--- config.mk ---
export PLATFORM = sky130hd
export DESIGN_NAME = r5p_htif_flat
export DESIGN_NICKNAME = d
export VERILOG_FILES = /design/src/rtl/r5p_htif_pkg.sv /design/src/rtl/tcb_if.sv /design/src/rtl/r5p_htif_fifo.sv /design/src/rtl/r5p_htif.sv /design/src/flat_wrapper.sv
export SDC_FILE = /design/constraint.sdc
export NUM_CORES = 1
export LEC_CHECK = 0
export ABC_AREA = 1
export BUFFER_PORTS_ARGS = -buffer_cell sky130_fd_sc_hd__buf_2
export CAP_MARGIN = 0
export CORE_ASPECT_RATIO = 2
export CORE_MARGIN = 2
export CORE_UTILIZATION = 50
export DETAILED_ROUTE_END_ITERATION = 6
export HOLD_SLACK_MARGIN = 0.15
export PLACE_DENSITY = 0.73
export SLEW_MARGIN = 10
export SYNTH_ARGS = -nofsm -noshare
export SYNTH_HDL_FRONTEND = slang
export SYNTH_SLANG_ARGS = --single-unit
--- constraint.sdc ---
create_clock -name clk -period 2.2 [get_ports clk]
set_input_delay 0.44 -clock clk [delete_from_list [all_inputs] [get_ports clk]]
set_output_delay 0.44 -clock clk [all_outputs]
set_load 0.05 [all_outputs]
--- src/rtl/r5p_htif_pkg.sv ---
`default_nettype none
// +----------------------------------------------------------------------+
// | r5p_htif_pkg: HTIF mailbox offsets, command codes and shared types   |
// | Rev 1.0                                                              |
// +----------------------------------------------------------------------+
package r5p_htif_pkg;

  localparam logic [3:0] OFF_TOHOST_LO   = 4'h0;
  localparam logic [3:0] OFF_TOHOST_HI   = 4'h4;
  localparam logic [3:0] OFF_FROMHOST_LO = 4'h8;
  localparam logic [3:0] OFF_FROMHOST_HI = 4'hC;

  localparam logic [7:0] HTIF_DEV_SYS  = 8'd0;
  localparam logic [7:0] HTIF_DEV_CON  = 8'd1;
  localparam logic [7:0] HTIF_CMD_PUTC = 8'd1;

  // FROMHOST_HI value acknowledging a console putchar (dev=1, cmd=1)
  localparam logic [31:0] FROMHOST_PUTC_ACK = 32'h0101_0000;

  typedef enum logic [0:0] {
    RUN    = 1'b0,
    HALTED = 1'b1
  } state_t;

  typedef struct packed {
    logic [7:0]  dev;
    logic [7:0]  cmd;
    logic [47:0] payload;
  } tohost_t;

  function automatic logic [31:0] ben_merge(input logic [31:0] old,
                                            input logic [31:0] wdt,
                                            input logic [3:0]  ben);
    logic [31:0] res;
    res = old;
    for (int b = 0; b < 4; b++) begin
      if (ben[b]) res[8*b +: 8] = wdt[8*b +: 8];
    end
    return res;
  endfunction

endpackage
`default_nettype wire

--- src/rtl/tcb_if.sv ---
`default_nettype none
// +----------------------------------------------------------------------+
// | tcb_if: tightly coupled bus, fixed 1-cycle response latency          |
// | Rev 1.0                                                              |
// +----------------------------------------------------------------------+
interface tcb_if #(
  parameter int unsigned ABW = 32,
  parameter int unsigned DBW = 32,
  parameter int unsigned SLW = 8
) ();

  typedef struct packed {
    logic               wen;
    logic [ABW-1:0]     adr;
    logic [DBW/SLW-1:0] ben;
    logic [DBW-1:0]     wdt;
  } req_t;

  typedef struct packed {
    logic err;
  } sts_t;

  typedef struct packed {
    logic [DBW-1:0] rdt;
    sts_t           sts;
  } rsp_t;

  logic vld;
  logic rdy;
  req_t req;
  rsp_t rsp;

  modport man (output vld, output req, input  rdy, input  rsp);
  modport sub (input  vld, input  req, output rdy, output rsp);

endinterface
`default_nettype wire

--- src/rtl/r5p_htif_fifo.sv ---
`default_nettype none
// +----------------------------------------------------------------------+
// | r5p_htif_fifo: synchronous FIFO with wrap-bit pointers               |
// | Rev 1.0                                                              |
// +----------------------------------------------------------------------+
module r5p_htif_fifo #(
  parameter int unsigned DEPTH = 4,
  parameter int unsigned DW    = 8
) (
  input  logic                     clk,
  input  logic                     rst,
  input  logic                     push_i,
  input  logic [DW-1:0]            dat_i,
  input  logic                     pop_i,
  output logic                     full_o,
  output logic                     empty_o,
  output logic [$clog2(DEPTH):0]   cnt_o,
  output logic [DW-1:0]            dat_o
);

  localparam int unsigned AW = $clog2(DEPTH);

  logic [DW-1:0] mem_q [DEPTH];
  logic [AW:0]   wr_q;
  logic [AW:0]   rd_q;
  logic          w_wen;
  logic          w_ren;

  assign full_o  = (wr_q[AW] != rd_q[AW]) && (wr_q[AW-1:0] == rd_q[AW-1:0]);
  assign empty_o = (wr_q == rd_q);
  assign cnt_o   = wr_q - rd_q;
  assign w_wen   = push_i && !full_o;
  assign w_ren   = pop_i && !empty_o;
  // Head is forced to zero when empty so stale entries never leak out
  assign dat_o   = empty_o ? '0 : mem_q[rd_q[AW-1:0]];

  always_ff @(posedge clk) begin
    if (rst) begin
      wr_q <= '0;
      rd_q <= '0;
    end else begin
      if (w_wen) wr_q <= wr_q + (AW+1)'(1);
      if (w_ren) rd_q <= rd_q + (AW+1)'(1);
    end
  end

  always_ff @(posedge clk) begin
    if (w_wen) mem_q[wr_q[AW-1:0]] <= dat_i;
  end

endmodule
`default_nettype wire

--- src/rtl/r5p_htif.sv ---
`default_nettype none
// +----------------------------------------------------------------------+
// | r5p_htif: HTIF tohost/fromhost mailbox with exit and console decode  |
// | Rev 1.0                                                              |
// +----------------------------------------------------------------------+
module r5p_htif
  import r5p_htif_pkg::*;
#(
  parameter logic [31:0] ADR_BAS    = 32'h8000_1000,
  parameter logic [31:0] ADR_MSK    = 32'h803f_fff0,
  parameter int unsigned FIFO_DEPTH = 4
) (
  input  logic        clk,
  input  logic        rst,
  tcb_if.sub          tcb,
  output logic        halt,
  output logic [30:0] exit_code,
  output logic        con_vld,
  output logic [7:0]  con_dat,
  input  logic        con_rdy
);

  localparam int unsigned CW = $clog2(FIFO_DEPTH) + 1;
  localparam int unsigned OW = CW + 1;

  state_t      state_q, state_d;
  tohost_t     tohost_q, tohost_d;
  logic [31:0] fh_lo_q, fh_lo_d;
  logic [31:0] fh_hi_q, fh_hi_d;
  logic [30:0] code_q, code_d;
  logic        push_q, push_d;
  logic [7:0]  push_dat_q, push_dat_d;
  logic [31:0] rdt_q, rdt_d;
  logic        err_q, err_d;
  logic        rdy_q, rdy_d;

  logic          w_trn;
  logic          w_hit;
  logic [1:0]    w_off;
  logic          w_pop;
  logic          w_push;
  logic          w_full;
  logic          w_empty;
  logic [CW-1:0] w_cnt;
  logic [OW-1:0] w_occ;

  assign w_trn = tcb.vld && tcb.rdy;
  assign w_hit = ((tcb.req.adr & ADR_MSK) == ADR_BAS);
  assign w_off = tcb.req.adr[3:2];

  always_comb begin
    state_d    = state_q;
    tohost_d   = tohost_q;
    fh_lo_d    = fh_lo_q;
    fh_hi_d    = fh_hi_q;
    code_d     = code_q;
    push_d     = 1'b0;
    push_dat_d = push_dat_q;
    rdt_d      = '0;
    err_d      = 1'b0;
    if (w_trn) begin
      if (!w_hit) begin
        err_d = 1'b1;
      end else begin
        case (w_off)
          OFF_TOHOST_LO[3:2]:   rdt_d = tohost_q[31:0];
          OFF_TOHOST_HI[3:2]:   rdt_d = tohost_q[63:32];
          OFF_FROMHOST_LO[3:2]: rdt_d = fh_lo_q;
          default:              rdt_d = fh_hi_q;
        endcase
        if (tcb.req.wen) begin
          case (w_off)
            OFF_TOHOST_LO[3:2]:   tohost_d[31:0]  = ben_merge(tohost_q[31:0],  tcb.req.wdt, tcb.req.ben);
            OFF_TOHOST_HI[3:2]:   tohost_d[63:32] = ben_merge(tohost_q[63:32], tcb.req.wdt, tcb.req.ben);
            OFF_FROMHOST_LO[3:2]: fh_lo_d         = ben_merge(fh_lo_q,         tcb.req.wdt, tcb.req.ben);
            default:              fh_hi_d         = ben_merge(fh_hi_q,         tcb.req.wdt, tcb.req.ben);
          endcase
          // Commit decodes the merged LO word together with the stored HI word
          if ((w_off == OFF_TOHOST_LO[3:2]) && tcb.req.ben[0] && (state_q == RUN)) begin
            if ((tohost_d.dev == HTIF_DEV_SYS) && tohost_d.payload[0]) begin
              state_d  = HALTED;
              code_d   = tohost_d.payload[31:1];
              tohost_d = '0;
            end else if ((tohost_d.dev == HTIF_DEV_CON) && (tohost_d.cmd == HTIF_CMD_PUTC)) begin
              push_d     = 1'b1;
              push_dat_d = tohost_d.payload[7:0];
              tohost_d   = '0;
              fh_hi_d    = FROMHOST_PUTC_ACK;
              fh_lo_d    = '0;
            end
          end
        end
      end
    end
  end

  // Occupancy counts the staged push too, so rdy drops before the FIFO can overflow
  assign w_push = push_q && !w_full;
  assign w_pop  = con_vld && con_rdy;
  assign w_occ  = OW'(w_cnt) + OW'(w_push) + OW'(push_d) - OW'(w_pop);
  assign rdy_d  = (w_occ < OW'(FIFO_DEPTH));

  always_ff @(posedge clk) begin
    if (rst) begin
      state_q    <= RUN;
      tohost_q   <= '0;
      fh_lo_q    <= '0;
      fh_hi_q    <= '0;
      code_q     <= '0;
      push_q     <= 1'b0;
      push_dat_q <= '0;
      rdt_q      <= '0;
      err_q      <= 1'b0;
      rdy_q      <= 1'b1;
    end else begin
      state_q    <= state_d;
      tohost_q   <= tohost_d;
      fh_lo_q    <= fh_lo_d;
      fh_hi_q    <= fh_hi_d;
      code_q     <= code_d;
      push_q     <= push_d;
      push_dat_q <= push_dat_d;
      rdt_q      <= rdt_d;
      err_q      <= err_d;
      rdy_q      <= rdy_d;
    end
  end

  r5p_htif_fifo #(
    .DEPTH (FIFO_DEPTH),
    .DW    (8)
  ) u_fifo (
    .clk     (clk),
    .rst     (rst),
    .push_i  (w_push),
    .dat_i   (push_dat_q),
    .pop_i   (w_pop),
    .full_o  (w_full),
    .empty_o (w_empty),
    .cnt_o   (w_cnt),
    .dat_o   (con_dat)
  );

  assign con_vld         = !w_empty;
  assign halt            = (state_q == HALTED);
  assign exit_code       = code_q;
  assign tcb.rdy         = rdy_q;
  assign tcb.rsp.rdt     = rdt_q;
  assign tcb.rsp.sts.err = err_q;

endmodule
`default_nettype wire

--- src/flat_wrapper.sv ---
// flat-port wrapper written by rule: the top's interface ports become plain ports
module r5p_htif_flat import r5p_htif_pkg::*;
#(
  parameter logic [31:0] ADR_BAS    = 32'h8000_1000,
  parameter logic [31:0] ADR_MSK    = 32'h803f_fff0,
  parameter int unsigned FIFO_DEPTH = 4
)
  (clk, rst, halt, exit_code, con_vld, con_dat, con_rdy, tcb_vld, tcb_req, tcb_rdy, tcb_rsp);
  tcb_if tcb_i ();
  input  logic clk;
  input  logic rst;
  output logic halt;
  output logic [30:0] exit_code;
  output logic con_vld;
  output logic [7:0] con_dat;
  input  logic con_rdy;
  input wire logic [$bits(tcb_i.vld)-1:0] tcb_vld;
  input wire logic [$bits(tcb_i.req)-1:0] tcb_req;
  output wire logic [$bits(tcb_i.rdy)-1:0] tcb_rdy;
  output wire logic [$bits(tcb_i.rsp)-1:0] tcb_rsp;
  assign tcb_i.vld = tcb_vld;
  assign tcb_i.req = tcb_req;
  assign tcb_rdy = tcb_i.rdy;
  assign tcb_rsp = tcb_i.rsp;
  r5p_htif #(.ADR_BAS(ADR_BAS), .ADR_MSK(ADR_MSK), .FIFO_DEPTH(FIFO_DEPTH)) u_core (.clk(clk), .rst(rst), .tcb(tcb_i), .halt(halt), .exit_code(exit_code), .con_vld(con_vld), .con_dat(con_dat), .con_rdy(con_rdy));
endmodule
==> impl_results.md <==
- Met1 wire length: 12.2 mm
- Power density normalized to cell area: between 600 and 700 nW/um^2
- Vias: between 10,000 and 15,000
- Area growth from synthesis to layout: 22.8%
- Reg area: 5190 um^2
- Final RePlAce weighted congestion: between 0.9 and 1
- Largest net degree at the start of global routing: 45
- Final std cells w/o fill: 1,985
- Number of storage elements in the synthesis netlist: 243
- Starting density of the core: between 50% and 60%
- I/O Buffers: 136
- Mapped Area: 11,100 um^2
- Sink Count: between 200 and 250
- Number of endpoints with negative hold slack in the final report: 0
- Most frequently used flop master after synthesis: sky130_fd_sc_hd__dfxtp_1
- Post-synthesis area per instance: 7.34 um^2
- First-pass iteration count of the detailed router: 7
- Routed wire per std cell: 17.6 um
- Area taken by multi-input logic gates: 5040 um^2
- Die Footprint: 23,500 um^2
- Final-report setup violation count: 9
- Netlist cell types: 39
- DRC violation count after routing: 0
- Met3 wire length: 1.87 mm
- Clock skew: ~0.032 ns
- Max IR drop VDD: slightly above 0.7 mV
- Cell leakage power: 6.12 nW
- Post-route clock period utilization: 108%
- Combined global-route utilization of all metal layers: 29.3%
- Number of enable-type register cells in the synthesized netlist: 32
- Total nets after synthesis: 1,597
- Library cell used as clock root buffer: sky130_fd_sc_hd__clkbuf_16
- Count of hold-fix buffers inserted at cts: 0
- TritonCTS clock tree: yes
- Layout Nets: 1,779
- First-pass GRT wire length: 54.0 mm
- Final critical-path setup slack: -0.175 ns
- Layout cell share with drive strength beyond 1: 19.7%
- Filler Cells Inserted: 1,982
- Yosys Warn Count: 0
- Die outline width: between 100 and 150 um
- Cells after Synth: 1,512
- Power, Total: 9.28 mW
- Total placed cells including tap cells: 1,937
- Sum of met2 wire segment lengths after detailed routing: 18.4 mm
- Worst Path Class, Setup: register to output port
- Initial antenna violation count: 1
- Final count of pins violating max slew: 0
- Total CTS buffers: 22
- Number of global-route vias before repair: 10,700
- Worst slack, placed: -0.292 ns
- Status: finished with violations
- Total Negative Setup Slacks: -1.31 ns
- Max-cap viol count: 0
- Clk slew on worst S/H paths: ~0.060 ns
- Minimum hold slack: 0.206 ns
- Data arrival time of the worst path: 1.93 ns
- Violated checks: setup timing
- Slew @ Worst Pin: ~0.46 ns
- Shortest clock period the worst path allows after layout: 2.37 ns
- Post-synth ARST share: 0%
- Worst rel slew slack: 69.3%
- Vertical extent of the die: 215 um
- Setup repair after global routing missed its margin: yes
- Proportion of synthesized chip area in sequential cells: 46.7%
- # IOs: between 100 and 150
- Detailed Route WL: 34.9 mm
- CP max FO: 8
- Max clock buf depth: 3
- Kind of path behind the tightest hold check: input pin to register
- Per-cell via count in the routed design: ~5.6
- # diodes: 0
- Clock Latency Late Sink: 0.55 ns
- Initial detailed-routing violation count: 731
- Maximum clock frequency: ~420 MHz
- Overflow after GRT: 0
- Kind of start point of the critical path: register
- Area inside the core boundary: 22,000 um^2
- H-tree levels: 1
- CP Capture Type: output port
- Floorplan row count: 77
- Post-DP HPWL: 25.0 mm
- Remaining antenna violation count: 0
- Critical path required time: 1.76 ns
- Highest Signal Layer: met5
## per-stage QoR
| stage | area [um^2] | utilization [%] |
|---|---|---|
| after detailed placement | 12700 | 57.9 |
| after global routing | 13600 | 62.0 |
| after global placement | 12700 | 57.9 |
| after CTS | 13600 | 61.8 |
| after floorplan | 11200 | - |
| final | 13600 | 62.0 |
## placed cells by master (no fill, tap or decap), types with 9 or more instances in the layout
cell,n
sky130_fd_sc_hd__o21ai_0,175
sky130_fd_sc_hd__nand4_1,13
sky130_fd_sc_hd__a221oi_1,9
sky130_fd_sc_hd__dfxtp_1,206
sky130_fd_sc_hd__clkbuf_16,22
sky130_fd_sc_hd__edfxtp_1,32
sky130_fd_sc_hd__buf_12,11
sky130_fd_sc_hd__inv_2,10
sky130_fd_sc_hd__o211ai_1,16
sky130_fd_sc_hd__nand2_1,305
sky130_fd_sc_hd__buf_4,110
sky130_fd_sc_hd__nor2_1,199
sky130_fd_sc_hd__a21oi_1,147
sky130_fd_sc_hd__o22ai_1,54
sky130_fd_sc_hd__buf_2,128
sky130_fd_sc_hd__inv_1,137
sky130_fd_sc_hd__mux2i_1,14
sky130_fd_sc_hd__nand3_1,21
## flip-flops by register name, indices dropped and copies added (netlist names), named ones only
| signal | count |
|---|---|
| u_core.err_q | 1 |
| u_core.exit_code | 31 |
| u_core.fh_hi_q | 32 |
| u_core.fh_lo_q | 32 |
| u_core.halt | 1 |
| u_core.push_dat_q | 8 |
| u_core.push_q | 1 |
| u_core.rdt_q | 32 |
| u_core.tcb.rdy | 1 |
| u_core.tohost_q | 64 |
| u_core.u_fifo.mem_q | 32 |
| u_core.u_fifo.rd_q | 3 |
| u_core.u_fifo.wr_q | 3 |
## routing by layer
layer	GRT usage [%]	vias up
li1	-	5360
met1	29.5	5117
met2	53.7	423
met3	3.76	129
met4	19.8	2
met5	0	-
## kinds of logic (layout without fill, tap and decap cells)
| logic type | after synthesis | in the layout | synth area share, % |
|---|---|---|---|
| fa+ha+maj | 12 | 12 | 1.42 |
| compound gates | 435 | 435 | 21.3 |
| buf+inv | 251 | 448 | 9.22 |
| simple gates | 555 | 555 | 19.9 |
| flops | 243 | 243 | 46.7 |
| xor+xnor | 2 | 2 | 0.158 |
| mux | 14 | 14 | 1.26 |
## cell type report
type                            instances  share of cell area (%)
Tap cell                              276                    2.53
Multi-Input combinational cell       1018                    37.0
Timing Repair Buffer                  257                    13.0
Clock inverter                         12                   0.817
Inverter                              152                    4.27
Clock buffer                           27                    4.25
Sequential cell                       243                    38.1
## final timing paths
path	from	endpoint	slack, ns	depth (start not counted)
worst max-delay path	u_core.u_fifo.wr_q[0]$_SDFFE_PP0P_	con_dat[5]	-0.17	8
worst min-delay path	tcb_vld	u_core.err_q$_SDFF_PP0_	0.21	3
worst max register to register	u_core.u_fifo.wr_q[0]$_SDFFE_PP0P_	u_core.tcb.rdy$_SDFF_PP1_	-0.02	15
worst min register to register	u_core.fh_hi_q[11]$_SDFFE_PP0P_	u_core.rdt_q[11]$_SDFF_PP0_	0.48	2
## critical path: stages, from the launching register on
cell and delay [ns]:
sky130_fd_sc_hd__dfxtp_2 0.33, sky130_fd_sc_hd__inv_2 0.08, sky130_fd_sc_hd__ha_4 0.20, sky130_fd_sc_hd__nand4_1 0.12, sky130_fd_sc_hd__buf_4 0.15, sky130_fd_sc_hd__clkinvlp_4 0.08
sky130_fd_sc_hd__buf_12 0.16, sky130_fd_sc_hd__a21oi_4 0.12, sky130_fd_sc_hd__buf_6 0.17
## where the power goes
part / internal (mW) / switching, mW / total, mW / leakage, nW
Combinational: 0.341 / 0.630 / 0.972 / 3.71
Sequential: 4.50 / 0.0146 / 4.51 / 2.07
Clock: 1.95 / 1.84 / 3.79 / 0.339
Total: 6.79 / 2.49 / 9.28 / 6.12
## synth_stat cells (2+ instances only)
| cell type | n | area share [%] |
|---|---|---|
| sky130_fd_sc_hd__o22ai_1 | 54 | 3.0 |
| sky130_fd_sc_hd__a22oi_1 | 2 | 0.14 |
| sky130_fd_sc_hd__clkbuf_1 | 62 | 2.1 |
| sky130_fd_sc_hd__nand3_2 | 2 | 0.18 |
| sky130_fd_sc_hd__o221ai_1 | 6 | 0.47 |
| sky130_fd_sc_hd__buf_6 | 2 | 0.20 |
| sky130_fd_sc_hd__a31oi_1 | 6 | 0.34 |
| sky130_fd_sc_hd__a21oi_1 | 155 | 7.0 |
| sky130_fd_sc_hd__buf_1 | 4 | 0.14 |
| sky130_fd_sc_hd__a41oi_1 | 2 | 0.16 |
| sky130_fd_sc_hd__nor2_2 | 4 | 0.23 |
| sky130_fd_sc_hd__a221oi_1 | 9 | 0.71 |
| sky130_fd_sc_hd__nor3_2 | 2 | 0.18 |
| sky130_fd_sc_hd__nand3_1 | 21 | 0.95 |
| sky130_fd_sc_hd__o21ai_1 | 8 | 0.36 |
| sky130_fd_sc_hd__nor2_1 | 199 | 6.7 |
| sky130_fd_sc_hd__inv_2 | 6 | 0.20 |
| sky130_fd_sc_hd__buf_4 | 11 | 0.74 |
| sky130_fd_sc_hd__o21ai_0 | 175 | 7.9 |
| sky130_fd_sc_hd__nand4_1 | 13 | 0.73 |
| sky130_fd_sc_hd__dfxtp_1 | 211 | 38 |
| sky130_fd_sc_hd__edfxtp_1 | 32 | 8.7 |
| sky130_fd_sc_hd__ha_1 | 11 | 1.2 |
| sky130_fd_sc_hd__o211ai_1 | 16 | 1.1 |
| sky130_fd_sc_hd__buf_2 | 19 | 0.86 |
| sky130_fd_sc_hd__nor3_1 | 3 | 0.14 |
| sky130_fd_sc_hd__nand2_1 | 307 | 10 |
| sky130_fd_sc_hd__xor2_1 | 2 | 0.16 |
| sky130_fd_sc_hd__mux2i_1 | 14 | 1.3 |
| sky130_fd_sc_hd__inv_1 | 145 | 4.9 |
## timing repair
item,4_1_cts,5_1_grt
endpoints found under the setup margin,9,9
gates resized for setup,28,7
pin swaps,6,6
gates cloned,0,0
setup buffers,8,2
(Power assumes the default switching activity.)
